==> config.mk <==
export PLATFORM = sky130hd
export DESIGN_NAME = prog_fetch
export DESIGN_NICKNAME = d
export VERILOG_FILES = /design/src/rtl/prog_fetch.sv
export SDC_FILE = /design/constraint.sdc
export NUM_CORES = 1
export LEC_CHECK = 0
export CAP_MARGIN = 5
export CORE_MARGIN = 2
export CORE_UTILIZATION = 24
export CTS_CLUSTER_DIAMETER = 200
export DETAILED_ROUTE_END_ITERATION = 8
export HOLD_SLACK_MARGIN = 0.05
export MAX_ROUTING_LAYER = met4
export REMOVE_ABC_BUFFERS = 1
export SYNTH_ARGS = -nofsm -noshare
export SYNTH_HDL_FRONTEND = slang
export SYNTH_SLANG_ARGS = --single-unit
==> constraint.sdc <==
create_clock -name clk -period 2.2 [get_ports clk]
set_input_delay 0.66 -clock clk [delete_from_list [all_inputs] [get_ports clk]]
set_output_delay 0.66 -clock clk [all_outputs]
set_load 0.01 [all_outputs]
==> src/rtl/prog_fetch.sv <==
// prog_fetch: instruction fetch unit for the HRM CPU.
//
// Reads 1- or 2-byte instructions from a synchronous program ROM and tracks
// the program counter. Each decoded bundle {opcode, operand, pc} is offered to
// the control unit over a valid/ready handshake. Jump redirects from the
// control unit cancel any fetch that is in flight.
//
// Ports:
//   clk, rst_n            system clock, asynchronous active-low reset
//   rom_en, rom_addr      ROM read strobe and address (data returns 1 cycle later)
//   rom_data              ROM read data
//   ins_valid, ins_ready  instruction bundle handshake
//   ins_opcode            opcode byte of the presented bundle
//   ins_operand           operand byte (0 for 1-byte instructions)
//   ins_pc                address of the opcode byte
//   jump_en, jump_addr    single-cycle redirect request and its target
//   halt                  suppresses new instruction fetches while high
//
// state   | meaning
// --------+---------------------------------------------------------------
// REQ_OP  | issue the opcode read at pc (held off while halt is high)
// CAP_OP  | capture the opcode; issue the operand read for a 2-byte instruction
// CAP_ARG | capture the operand byte
// VALID   | bundle presented; wait for ins_ready

module prog_fetch #(
    parameter int PROG_ADDR_W = 8
) (
    input  logic                   clk,
    input  logic                   rst_n,
    output logic                   rom_en,
    output logic [PROG_ADDR_W-1:0] rom_addr,
    input  logic [7:0]             rom_data,
    output logic                   ins_valid,
    input  logic                   ins_ready,
    output logic [7:0]             ins_opcode,
    output logic [7:0]             ins_operand,
    output logic [PROG_ADDR_W-1:0] ins_pc,
    input  logic                   jump_en,
    input  logic [PROG_ADDR_W-1:0] jump_addr,
    input  logic                   halt
);

    typedef enum logic [1:0] {
        REQ_OP  = 2'd0,
        CAP_OP  = 2'd1,
        CAP_ARG = 2'd2,
        VALID   = 2'd3
    } state_t;

    localparam logic [PROG_ADDR_W-1:0] PC_ONE = {{(PROG_ADDR_W-1){1'b0}}, 1'b1};

    state_t                 state_q, state_d;
    logic [PROG_ADDR_W-1:0] pc_q, pc_d;
    logic [PROG_ADDR_W-1:0] ins_pc_q, ins_pc_d;
    logic [7:0]             opcode_q, opcode_d;
    logic [7:0]             operand_q, operand_d;
    logic [PROG_ADDR_W-1:0] pc_inc;
    logic                   rom_en_c;
    logic [PROG_ADDR_W-1:0] rom_addr_c;

    // Wraps modulo 2^PROG_ADDR_W, so an operand behind the last address is read from 0.
    assign pc_inc = pc_q + PC_ONE;

    always_comb begin
        state_d    = state_q;
        pc_d       = pc_q;
        ins_pc_d   = ins_pc_q;
        opcode_d   = opcode_q;
        operand_d  = operand_q;
        rom_en_c   = 1'b0;
        rom_addr_c = pc_q;

        case (state_q)
            REQ_OP: begin
                if (!halt) begin
                    rom_en_c   = 1'b1;
                    rom_addr_c = pc_q;
                    ins_pc_d   = pc_q;
                    state_d    = CAP_OP;
                end
            end
            CAP_OP: begin
                opcode_d = rom_data;
                pc_d     = pc_inc;
                if (rom_data[7]) begin
                    rom_en_c   = 1'b1;
                    rom_addr_c = pc_inc;
                    state_d    = CAP_ARG;
                end else begin
                    operand_d = 8'h00;
                    state_d   = VALID;
                end
            end
            CAP_ARG: begin
                operand_d = rom_data;
                pc_d      = pc_inc;
                state_d   = VALID;
            end
            VALID: begin
                if (ins_ready) begin
                    state_d = REQ_OP;
                end
            end
            default: begin
                state_d = REQ_OP;
            end
        endcase

        // A redirect wins over everything: any partial capture is abandoned and
        // the bundle registers keep their old contents (ins_valid drops anyway).
        // In VALID with ins_ready high the handshake has already completed.
        if (jump_en) begin
            state_d   = REQ_OP;
            pc_d      = jump_addr;
            ins_pc_d  = ins_pc_q;
            opcode_d  = opcode_q;
            operand_d = operand_q;
            rom_en_c  = 1'b0;
        end
    end

    always_ff @(posedge clk or negedge rst_n) begin
        if (!rst_n) begin
            state_q   <= REQ_OP;
            pc_q      <= '0;
            ins_pc_q  <= '0;
            opcode_q  <= 8'h00;
            operand_q <= 8'h00;
        end else begin
            state_q   <= state_d;
            pc_q      <= pc_d;
            ins_pc_q  <= ins_pc_d;
            opcode_q  <= opcode_d;
            operand_q <= operand_d;
        end
    end

    // The reset state is REQ_OP, which would otherwise strobe the ROM while
    // reset is still asserted; the strobe is held low until reset releases.
    assign rom_en      = rom_en_c & rst_n;
    assign rom_addr    = rom_addr_c;
    assign ins_valid   = (state_q == VALID);
    assign ins_opcode  = opcode_q;
    assign ins_operand = operand_q;
    assign ins_pc      = ins_pc_q;

endmodule

## Yosys cells after proc, flatten, opt, wreduce, memory -nomap -nowiden

Cells that the tools add are included.

- Memory bits (read-only): 0
- Memories: 0
- Register bits after elaboration: 34
- Output and inout port bits: 34
- Latch bits: 0
- RAM bits: 0

- Multipliers: 0
- Eq/ne operators: 6
- Add/subtract/negate cells: 1
- Muxes and demuxes: 15
- Divide/modulo/power cells: 0
- Shifts and indexed selects: 0
- Reduce and logical (&&, ||, !) cells: 8
- Bitwise logic cells: 3
- Order comparisons: 0

Operators by type and width:

| kind | count |
|---|---|
| $mux 8 | 5 |
| $pmux 8 s2 | 1 |
| $add 8x1->8 const B | 1 |
| $pmux 2 s4 | 1 |
| $mux 2 | 3 |
| $reduce_and 3->1 | 2 |
| $eq 2x2->1 const B | 2 |
| $mux 1 | 4 |
| $reduce_and 2->1 | 2 |
| $reduce_bool 2->1 | 2 |
| $ne 3x1->1 const B | 1 |
| $ne 3x3->1 const B | 1 |
| $eq 2x1->1 const B | 1 |
| $logic_not 2->1 | 1 |
| $ne 2x2->1 const B | 1 |
| $not 1->1 | 2 |
| $pmux 1 s2 | 1 |
| $reduce_or 2->1 | 1 |
| $and 1x1->1 | 1 |

## Longest topological paths before layout

Gate-level depths: netlist of the first run.

- Word-level depth: 4
- Mapped depth: 7

## Least setup slack after synthesis of the first run

OpenSTA, ideal clock, no wires.

- Path type: input to output
- Start point: input port jump_en
- End point: output port rom_en
- Path buffers: 1
- Arrival: 1493 ps
- Setup slack: 47 ps
- Cell stages on the path: 4
- Data required time: 1540 ps
- Cells stage by stage: buf_6 -> nor3b_4 -> inv_1 -> a21boi_0

- Cells in the longest elaborated chain, start to end: 2

Ends and longest elaborated chain:

| element | RTL line | source |
|---|---|---|
| from (decl) | 39 | `input logic jump_en,` |
| $mux 1 | 113 | `if (jump_en) begin` |
| $and 1x1->1 | 141 | `assign rom_en = rom_en_c & rst_n;` |
| to (decl) | 31 | `output logic rom_en,` |

No other way between the ends.

## Worst setup path in the final report of the first run

- Start point: register state_q[1]
- End point: output port rom_addr[1]

- Cells in the longest elaborated chain, start to end: 2

Ends and longest elaborated chain:

| element | RTL line | source |
|---|---|---|
| from (decl) | 53 | `state_t state_q, state_d;` |
| from (signal assigned) | 131 | `state_q <= state_d;` |
| $eq 2x1->1 | 74 | `case (state_q)` |
| $mux 8 | - |  |
| to (decl) | 32 | `output logic [PROG_ADDR_W-1:0] rom_addr,` |

No other way between the ends.

==> results by group, run 1 <==
Finish
  • Fill count: 739
  • ANT cells: 0
  • Area growth, synth to finish: 55.8%
  • Nets: 267
  • Share of cells above drive strength 1: 34.0%

Logic synthesis
  • Seq/Total Area, Yosys: 47.9%
  • Seq cells post-synth: 34
  • Synth Instances: about 160
  • Top-area cell type share of the netlist area: a little under half
  • Synth Cell Area: 0.00178 mm²
  • Synth top area cells: dfrtp_1, mux2_2, nand2_1
  • Average size of a mapped cell: 10.8 µm²
  • YS warnings: 0
  • Yosys top cell by area: dfrtp_1
  • Netlist cell types: 31
  • EDFF count, synth: 0
  • Synth async-reset ratio: 100%
  • Post-synth top flop: dfrtp_1

Critical path
  • Setup crit end: rom_addr[1]
  • FF-to-FF path depth: 7
  • Cell mode on critical path: buf_6
  • Crit path launch: state_q[1]
  • Reg-to-Reg Start: state_q[0]
  • Setup CP Type: flop to primary output
  • Arr. time, crit path: 1580 ps
  • Crit Path Max Fanout: 6
  • Crit-path cells: inv_2 > ha_4 > nand2_8 > buf_6 > mux2_4 > buf_6
  • Crit start category: flop
  • Critical path's slowest cell: dfrtp_1
  • R2r endpoint: pc_q[7]
  • R2R Setup Slk: 270 ps
  • Crit path capture type: primary output
  • Crit path required time: 1540 ps
  • CP max stage delay: 390 ps

Power and ir drop
  • Pwr Total: 3.36 mW
  • VDD IR max: ~650 µV
  • Pwr dens: 1210 mW/mm²
  • Leakage power: 1.19 nW

STA
  • Final WS setup: -35.7 ps
  • Final Slew Violations: 0
  • Setup-failing EPs final: 2
  • Final Hold Fails: 0
  • Setup Skew: 8.42 ps
  • Achievable Freq: 447 MHz
  • Minimum clock period: 2240 ps
  • Worst-Margin Slew: 458 ps
  • Unrepaired setup endpoints after global routing: yes
  • Final period util: 102%
  • Final hold slack: around 480 ps
  • Slew Limit Headroom: 69.5%

Run status
  • Status: complete, but fails checks
  • Failing checks: negative setup slack

Floorplanning
  • Die area: 0.00811 mm²
  • Starting density of the core: 24.6%
  • Core Region: around 0.007 mm²
  • IO Pins: 55
  • Die H: roughly 90 µm
  • Die Wd: ~90 µm
  • Site Rows: 31

Routing
  • 1st-iter DRT viols: 27
  • Via count: 1,440
  • Vias per cell: around 4.2
  • Post-detailed-route count of antenna-violating nets: 0
  • Post-route DRC: 0
  • Routed WL per cell: 13.4 µm
  • Final WL: between 4000 and 5000 µm
  • DRT Pass-1 Iters: 4

Run
  • Max_cap viols: 0

Clocking
  • Number of H-tree levels: 2
  • CTS Hold Bufs: 0
  • Clk Latency, worst-skew pair: roughly 290 ps
  • CTS tree: built
  • Clk sink count: 34
  • CTS Buf Count: 5
  • Clock Pin Slew Worst Setup and Hold Paths: roughly 70 ps
  • CTS root buf: clkbuf_8
  • Clock Path Buffers: 2

Global routing
  • Total grt overflow: 0
  • GRT Resource Usage Total: 12.0%
  • First-pass GRT wire length: 7560 µm
  • Largest net degree at the start of global routing: 35
  • Initial antenna violation count: 0
  • Vias in the first global route: 1,505

Hold path
  • Hold path startpoint: ins_opcode[7]
  • HP Class: flop to flop

Placed design
  • RePlAce Congestion: ~0.86
  • I/O Buffers: 54
  • Hpwl dp: 3230 µm
## timing repair
item	CTS	global route
pin swaps	7	6
resized for setup	70	9
endpoints found under the hold margin	0	0
endpoints found under the setup margin	9	7
buffers inserted	2	0
## cell families after synthesis
logic type      count (synthesis)  share of synthesized area, %
mux                            24                          14.6
xor+xnor                       11                          5.42
buf+inv                        19                          5.91
flops                          34                          47.9
compound gates                 16                          5.49
simple gates                   54                          16.4
fa+ha+maj                       6                          4.23
## synth_stat cells, types with 2 or more instances
master and count:
mux2_2 16, xor2_1 8, nand3_1 6, buf_2 3, o21ba_2 2, buf_4 2
nand2b_1 2, nand4_2 2, ha_1 6, o21ai_0 10, nand2_1 23, buf_6 3
dfrtp_1 34, nor3_1 4, inv_1 10, nor2_1 3, or4_1 3, mux2i_1 8
nor2b_1 5, xnor2_1 3
## registers in the layout, summed over array words and instances, names as in the netlist
name         count
state_q          2
ins_opcode       8
ins_pc           8
pc_q             8
ins_operand      8
## worst min path at each step
stage / end / slack (ps) / cells after the start
floorplan: ins_opcode[0] / 360 / 0
global placement: ins_opcode[7] / 460 / 2
detailed placement: ins_opcode[7] / 470 / 2
finish: ins_opcode[7] / 480 / 2
CTS: ins_opcode[7] / 490 / 2
global route: ins_opcode[7] / 520 / 2
## layout by cell type, fill, tap and decap left out, types with 4 or more instances in the layout
cell              n
clkdlybuf4s50_1  41
dfrtp_1          32
nand2_1          22
buf_4            20
mux2_2           15
o21ai_0          10
buf_2             9
xor2_1            8
inv_1             8
mux2i_1           8
clkbuf_8          6
nor2b_1           5
buf_6             4
## final cells by class
cell class / instances / area, µm² / area share (%)
Tap cell: 99 / 124 / 4.48
Clock inverter: 2 / 12.5 / 0.452
Multi-Input combinational cell: 111 / 958 / 34.6
Timing Repair Buffer: 78 / 697 / 25.2
Inverter: 10 / 40.0 / 1.45
Clock buffer: 6 / 82.6 / 2.98
Sequential cell: 34 / 853 / 30.8
## where the power goes
| group | switching (mW) | internal, mW | leakage, nW | total, mW |
|---|---|---|---|---|
| combinational | 0.791 | 1.03 | 0.726 | 1.82 |
| sequential | 0.163 | 0.885 | 0.420 | 1.05 |
| clock | 0.239 | 0.252 | 0.0472 | 0.490 |
## worst max-delay path, delay by kind of cell, from the launching register on
family | cells | cell delay, ps
adders and majority gates | 1 | 170
buffers and inverters | 3 | 340
DFF | 1 | 390
muxes | 1 | 290
and+or+nand+nor | 1 | 90
## through the flow
stage / worst slack [ps] / setup TNS [ps] / util [%] / cells / area (µm²)
2_1_floorplan: 121 / 0 / - / 155 / 1710
3_3_place_gp: -801 / -7140 / 35.4 / 330 / 2550
3_5_place_dp: -828 / -7210 / 35.4 / 330 / 2550
4_1_cts: -42.8 / -75.4 / 37.8 / 340 / 2730
5_1_grt: -126 / -312 / 38.4 / 340 / 2770
6_report: -35.7 / -67.2 / 38.4 / 340 / 2770
## routing by layer
metal / global-route usage (%) / share of wire [%]
met1: 15.6 / 48
met2: 18.7 / 47
met3: 3.35 / 5.0
met4: 2.69 / 0.63
met5: - / 0
No activity file was read; power rests on OpenSTA's default activity.
==> run 2: changes to the inputs <==
Settings changed: CORE_ASPECT_RATIO set to 0.6.
Clock period 2.2 ns to 2.25 ns, I/O delays scaled along.
==> run 2 against run 1 <==
The flow now finishes without violations. Worst setup slack better by 71 ps. First-iteration DRC count is 59% higher. Flip-flop and latch count stayed put. Sequential share of layout area is 0.96 points higher. Clock skew is 4.4 ps lower. Clock-buffer cell count stayed put. Global-route usage is 0.21 points higher. Via count is 2.1% lower. Routed wire length hardly changed. Non-clock buffer count is 3 lower. Largest cell class unchanged.
==> results by group, run 2 (synthesis gave the netlist of run 1 again) <==
Run status
  • Status: complete, no violations

Routing
  • DRT Pass-1 Iters: 4 (unchanged)
  • Via count: 1,410 (-2.1%)
  • 1st-iter DRT viols: 43 (+59%)
  • Met3 wire len: 175 µm (-23%)
  • M1 wire length: 2520 µm (+16%)
  • Routed wl met2: 1840 µm (-14%)
  • Routed WL per cell: 14.0 µm (+3.9%)
  • Final WL: 4570 µm (about the same)
  • Vias per cell: 4.31 (+1.8%)
  • Post-route DRC: 0 (unchanged)
  • Max layer used: met4
  • Post-detailed-route count of antenna-violating nets: 0 (unchanged)

Critical path
  • Crit path required time: 1570 ps (+30 ps)
  • Crit path capture type: primary output
  • Top delay family on crit path: flip-flops
  • Crit start category: flop
  • Critical path's slowest cell: dfrtp_2
  • Arr. time, crit path: 1540 ps (-40 ps)
  • CP bufs+invs: 2 (-1)
  • Crit Path Max Fanout: 6 (unchanged)
  • Cell mode on critical path: buf_6
  • CP max stage delay: 440 ps (+50 ps)
  • Setup CP Type: flop to primary output
  • Crit-path cells: ha_4 > nand2_8 > buf_6 > mux2_2 > buf_6

Global routing
  • Vias in the first global route: 1,443 (-4.1%)
  • GRT Resource Usage Total: 12.2% (+0.21 points)
  • Initial antenna violation count: 0 (unchanged)
  • First-pass GRT wire length: 7450 µm (-1.5%)
  • Largest net degree at the start of global routing: 35 (unchanged)
  • Total grt overflow: 0 (unchanged)

Clocking
  • Clock Pin Slew Worst Setup and Hold Paths: 50 ps (-20 ps)
  • Clock Path Buffers: 2 (unchanged)
  • CTS Hold Bufs: 0 (unchanged)
  • CTS tree: built
  • CTS Buf Count: 5 (unchanged)
  • Clk Latency, worst-skew pair: 270 ps (-20 ps)
  • Number of H-tree levels: 2 (unchanged)
  • CTS root buf: clkbuf_16
  • Clk sink count: 34 (unchanged)

Floorplanning
  • Site Rows: 24 (-23%)
  • Die area: 0.00813 mm² (+0.27%)
  • Starting density of the core: 24.7% (+0.026 points)
  • Die Wd: 115 µm (+28%)
  • Core Region: 0.00721 mm² (-0.10%)
  • IO Pins: 55 (unchanged)
  • Die H: 70.6 µm (-22%)

STA
  • Setup-failing EPs final: 0 (-2)
  • Final Slew Violations: 0 (unchanged)
  • Final hold slack: 478 ps (-5.26 ps)
  • Achievable Freq: 452 MHz
  • Unrepaired setup endpoints after global routing: yes
  • Slew Limit Headroom: 70.0% (+0.51 points)
  • Setup TNS: 0 ps (+67.2 ps)
  • Final WS setup: 35.7 ps (+71.4 ps)
  • Final period util: 98.4%
  • Worst-Margin Slew: 450 ps (-7.68 ps)
  • Setup Skew: 3.99 ps (-4.44 ps)
  • Final Hold Fails: 0 (unchanged)
  • Minimum clock period: 2210 ps

Finish
  • Final core utilization: 37.2% (-1.1 points)
  • Area growth, synth to finish: 51.1%
  • Fill count: 736 (-0.41%)
  • Reg area: 853 µm² (unchanged)
  • Area of the multi-input gates: 871 µm² (-9.1%)
  • Share of cells above drive strength 1: 30.1% (-3.9 points)
  • Most common cell after layout, fill and taps aside: clkdlybuf4s50_1
  • Final instance area: 0.00268 mm² (-3.0%)
  • ANT cells: 0 (unchanged)
  • Post-Layout Cell Count: 327 (-3.8%)
  • Nets: 264 (-1.1%)
  • Commonest non-fill, non-tap cells in the layout: clkdlybuf4s50_1, dfrtp_1, nand2_1

Run
  • Max_cap viols: 0 (unchanged)

Power and ir drop
  • Leakage power: 1.16 nW (-3.0%)
  • VDD IR max: 366 µV (-44%)
  • Pwr dens: 1250 mW/mm² (+3.2%)
  • Pwr Total: 3.36 mW (about the same)

Placed design
  • I/O Buffers: 54 (unchanged)
  • RePlAce Congestion: 0.765 (-11%)
  • Hpwl dp: 3380 µm (+4.6%)
  • Pre-CTS setup slack: -706 ps (+123 ps)
  • Number of instances in the placed design: 320 (-3.0%)
  • Post-DP Area: 0.00252 mm² (-1.2%)

Hold path
  • HP Class: input port to async pin
-- run 2: where the power goes --
part	internal (mW)	total [mW]	switching, mW
Clock	0.427	0.660	0.232
Sequential	0.868	1.02	0.154
Combinational	0.957	1.68	0.719
-- run 2: routing by layer --
metal / global-route usage (%) / up-vias
met2: 16.9 / 31
met1: 17.9 / 675
met4: 2.81 / 0
met5: - / -
li1: - / 702
met3: 2.91 / 2
-- run 2: worst paths after layout --
check,startpoint,to,slack [ps],cells after the start
max in group asynchronous,rst_n,state_q[0],1440,2
min in group clk,ins_opcode[7],ins_opcode[7],490,2
worst max register to register,state_q[0],pc_q[6],370,6
worst min register to register,ins_opcode[7],ins_opcode[7],490,2
worst max-delay path,state_q[0],rom_addr[1],40,5
worst min-delay path,rst_n,ins_pc[4],480,2
-- run 2: repair_timing --
item,CTS,global route
endpoints found under the setup margin,9,8
pin swaps,1,2
resized for setup,40,18
buffers inserted,1,0
-- run 2: worst register-to-register path, stage by stage, from the launching register on --
cell,delay [ps]
dfrtp_2,410
inv_2,50
buf_4,130
ha_1,450
nand4_1,240
or4_1,440
nand3_1,90
-- run 2: final cells by class --
| type | count | area share (%) |
|---|---|---|
| clock buffer | 6 | 5.17 |
| tap | 91 | 4.24 |
| multi-input combinational | 111 | 32.4 |
| inverter | 10 | 1.40 |
| timing repair buffer | 75 | 24.9 |
| sequential | 34 | 31.8 |
==> run 3: changes to the inputs <==
Settings changed: ABC_AREA set to 1.
==> run 3 against run 2 <==
The run now ends with design-rule violations left. Sequential power up 6%. Cell count up 15%. Via count up 15%. Clock-buffer cell count up 2. Core utilization up 2.1 points. Sequential share of layout area up 0.12 points. Clock skew up 2.9 ps. Largest cell class is now flip-flops and latches.
==> results by group, run 3 <==
Finish
  • Post-Layout Cell Count: 376 (+15%)
  • Share of cells above drive strength 1: 18.7% (-11 points)
  • ANT cells: 0 (unchanged)
  • Most common cell after layout, fill and taps aside: nand2_1
  • Nets: 315 (+19%)
  • Commonest non-fill, non-tap cells in the layout: nand2_1, clkdlybuf4s50_1, dfrtp_1
  • Area growth, synth to finish: 55.5%

Logic synthesis
  • Top-area cell type share of the netlist area: 49.6% (+1.7 points)
  • Yosys top cell by area: dfrtp_1
  • EDFF count, synth: 0 (unchanged)
  • Seq/Total Area, Yosys: 49.6% (+1.7 points)
  • Post-synth top cells: nand2_1, dfrtp_1, o21ai_0
  • Seq cells post-synth: 34 (unchanged)
  • Synth Cell Area: 0.00172 mm² (-3.4%)
  • Netlist cell types: 21 (-32%)
  • Synth Instances: 211 (+29%)
  • Average size of a mapped cell: 8.14 µm² (-25%)
  • Synth async-reset ratio: 100% (unchanged)
  • Post-synth top flop: dfrtp_1
  • Count leader, synth: nand2_1
  • Synth top area cells: dfrtp_1, nand2_1, o21ai_0
  • YS warnings: 0 (unchanged)

Clocking
  • Number of H-tree levels: 2 (unchanged)
  • Clock Pin Slew Worst Setup and Hold Paths: 50 ps (about the same)
  • Clk sink count: 34 (unchanged)
  • Clock Path Buffers: 2 (unchanged)
  • CTS Hold Bufs: 0 (unchanged)
  • Clk Latency, worst-skew pair: 270 ps (about the same)
  • CTS root buf: clkbuf_16
  • CTS tree: built
  • CTS Buf Count: 5 (unchanged)

STA
  • Final hold slack: 468 ps (-9.82 ps)
  • Setup-failing EPs final: 0 (unchanged)
  • Final Hold Fails: 0 (unchanged)
  • Final Slew Violations: 0 (unchanged)
  • Final period util: 97.7% (-0.73 points)
  • Minimum clock period: 2200 ps (-16.5 ps)
  • Setup Skew: 6.89 ps (+2.90 ps)
  • Unrepaired setup endpoints after global routing: no
  • Achievable Freq: 455 MHz (+0.75%)
  • Slew Limit Headroom: 66.9% (-3.1 points)
  • Worst-Margin Slew: 495 ps (+44.6 ps)
  • Setup TNS: 0 ps (unchanged)

Critical path
  • Arr. time, crit path: 1520 ps (-20 ps)
  • Crit-path cells: dlygate4sd2_1 > nand2_2 > buf_6 > buf_12 > nand2_1 > nand2_1 > buf_2
  • Cell mode on critical path: nand2_1
  • CP max stage delay: 250 ps (-190 ps)
  • Crit start category: input port
  • Crit path capture type: primary output
  • Crit path required time: 1570 ps (about the same)
  • Crit Path Max Fanout: 5 (-1)
  • Setup CP Type: input port to primary output
  • Critical path's slowest cell: dlygate4sd2_1

Global routing
  • Initial antenna violation count: 0 (unchanged)
  • First-pass GRT wire length: 7910 µm (+6.1%)
  • Vias in the first global route: 1,632 (+13%)
  • Largest net degree at the start of global routing: 35 (unchanged)
  • GRT Resource Usage Total: 13.3% (+1.1 points)
  • Total grt overflow: 0 (unchanged)

Routing
  • Post-route DRC: 1 (+1)
  • Final WL: 4800 µm (+5.2%)
  • Post-detailed-route count of antenna-violating nets: 0 (unchanged)
  • 1st-iter DRT viols: 62 (+44%)
  • DRT Pass-1 Iters: 6 (+2)
  • Routed WL per cell: 12.8 µm (-8.5%)
  • Via count: 1,628 (+15%)
  • Vias per cell: 4.33 (+0.41%)

Run
  • Max_cap viols: 0 (unchanged)

Floorplanning
  • Starting density of the core: 25.3% (+0.62 points)
  • Die area: 0.00787 mm² (-3.2%)
  • Die H: 69.5 µm (-1.6%)
  • Core Region: 0.00679 mm² (-5.8%)
  • IO Pins: 55 (unchanged)
  • Site Rows: 23 (-4.2%)
  • Die Wd: 113 µm (-1.6%)

Power and ir drop
  • VDD IR max: 406 µV (+11%)
  • Pwr dens: 1350 mW/mm² (+8.1%)
  • Leakage power: 1.27 nW (+9.6%)

Placed design
  • Hpwl dp: 3620 µm (+7.1%)
  • I/O Buffers: 54 (unchanged)
  • Number of instances in the placed design: 364 (+14%)
  • RePlAce Congestion: 0.894 (+17%)

Run status
  • Failing checks: design-rule violations
  • Status: complete, but fails checks

Hold path
  • HP Class: flop to flop
[run 3: repair_timing]
action	in CTS	in global routing
gates resized for setup	37	16
pin swaps	2	2
endpoints found under the setup margin	9	8
buffers inserted	1	3
[run 3: layer usage]
layer / wire length, µm / vias up / GRT usage (%)
li1: - / 828 / -
met1: 2400 / 746 / 19.1
met4: 71 / 0 / 4.88
met2: 2020 / 47 / 18.0
met5: 0 / - / -
met3: 315 / 7 / 3.06
[run 3: layout make-up]
class / instances / area [µm²]
Fill cell: 709 / 4120
Sequential cell: 34 / 852
Multi-Input combinational cell: 157 / 808
Timing Repair Buffer: 74 / 669
Clock buffer: 8 / 166
Tap cell: 87 / 109
Inverter: 16 / 65.1
[run 3: power by group]
group	total, mW	internal [mW]	switching [mW]
Combinational	1.78	0.880	0.903
Clock	0.741	0.501	0.241
Sequential	1.08	0.890	0.195
Total	3.61	2.27	1.34
[run 3: kinds of logic (layout without fill, tap and decap cells)]
group / count (synthesis) / count (layout) / share of synthesized area, %
and+or+nand+nor: 117 / 117 / 27.6
DFF: 34 / 34 / 49.6
AOI/OAI and AO/OA: 30 / 30 / 11.0
buffers and inverters: 20 / 98 / 5.39
adders and majority gates: 6 / 6 / 4.37
xor gates and xnor gates: 4 / 4 / 2.04
[run 3: path summary, 6_finish.rpt]
| path | startpoint | end | slack (ps) | cells past startpoint |
|---|---|---|---|---|
| worst max register to register | state_q[0] | ins_operand[3] | 350 | 6 |
| worst min-delay path | ins_opcode[4] | ins_opcode[4] | 470 | 2 |
| min in group asynchronous | rst_n | pc_q[6] | 480 | 2 |
| worst min register to register | ins_opcode[4] | ins_opcode[4] | 470 | 2 |
| worst max-delay path | rom_data[7] | rom_addr[4] | 50 | 7 |
| max in group asynchronous | rst_n | pc_q[2] | 1430 | 2 |
[run 3: critical path: cells and delay by family]
kind / cells / cell delay [ps]
and+or+nand+nor: 3 / 220
buffers and inverters: 4 / 620
[run 3: per-stage QoR]
step | setup WS [ps] | power, mW | cell area, µm² | utilization [%]
after floorplan | 216 | 1.87 | 1680 | -
after global placement | -575 | 2.82 | 2450 | 36.1
after detailed placement | -610 | 2.84 | 2450 | 36.1
after CTS | 15.5 | 3.58 | 2620 | 38.6
after global routing | 4.49 | 3.91 | 2670 | 39.3
final | 52.2 | 3.61 | 2670 | 39.3
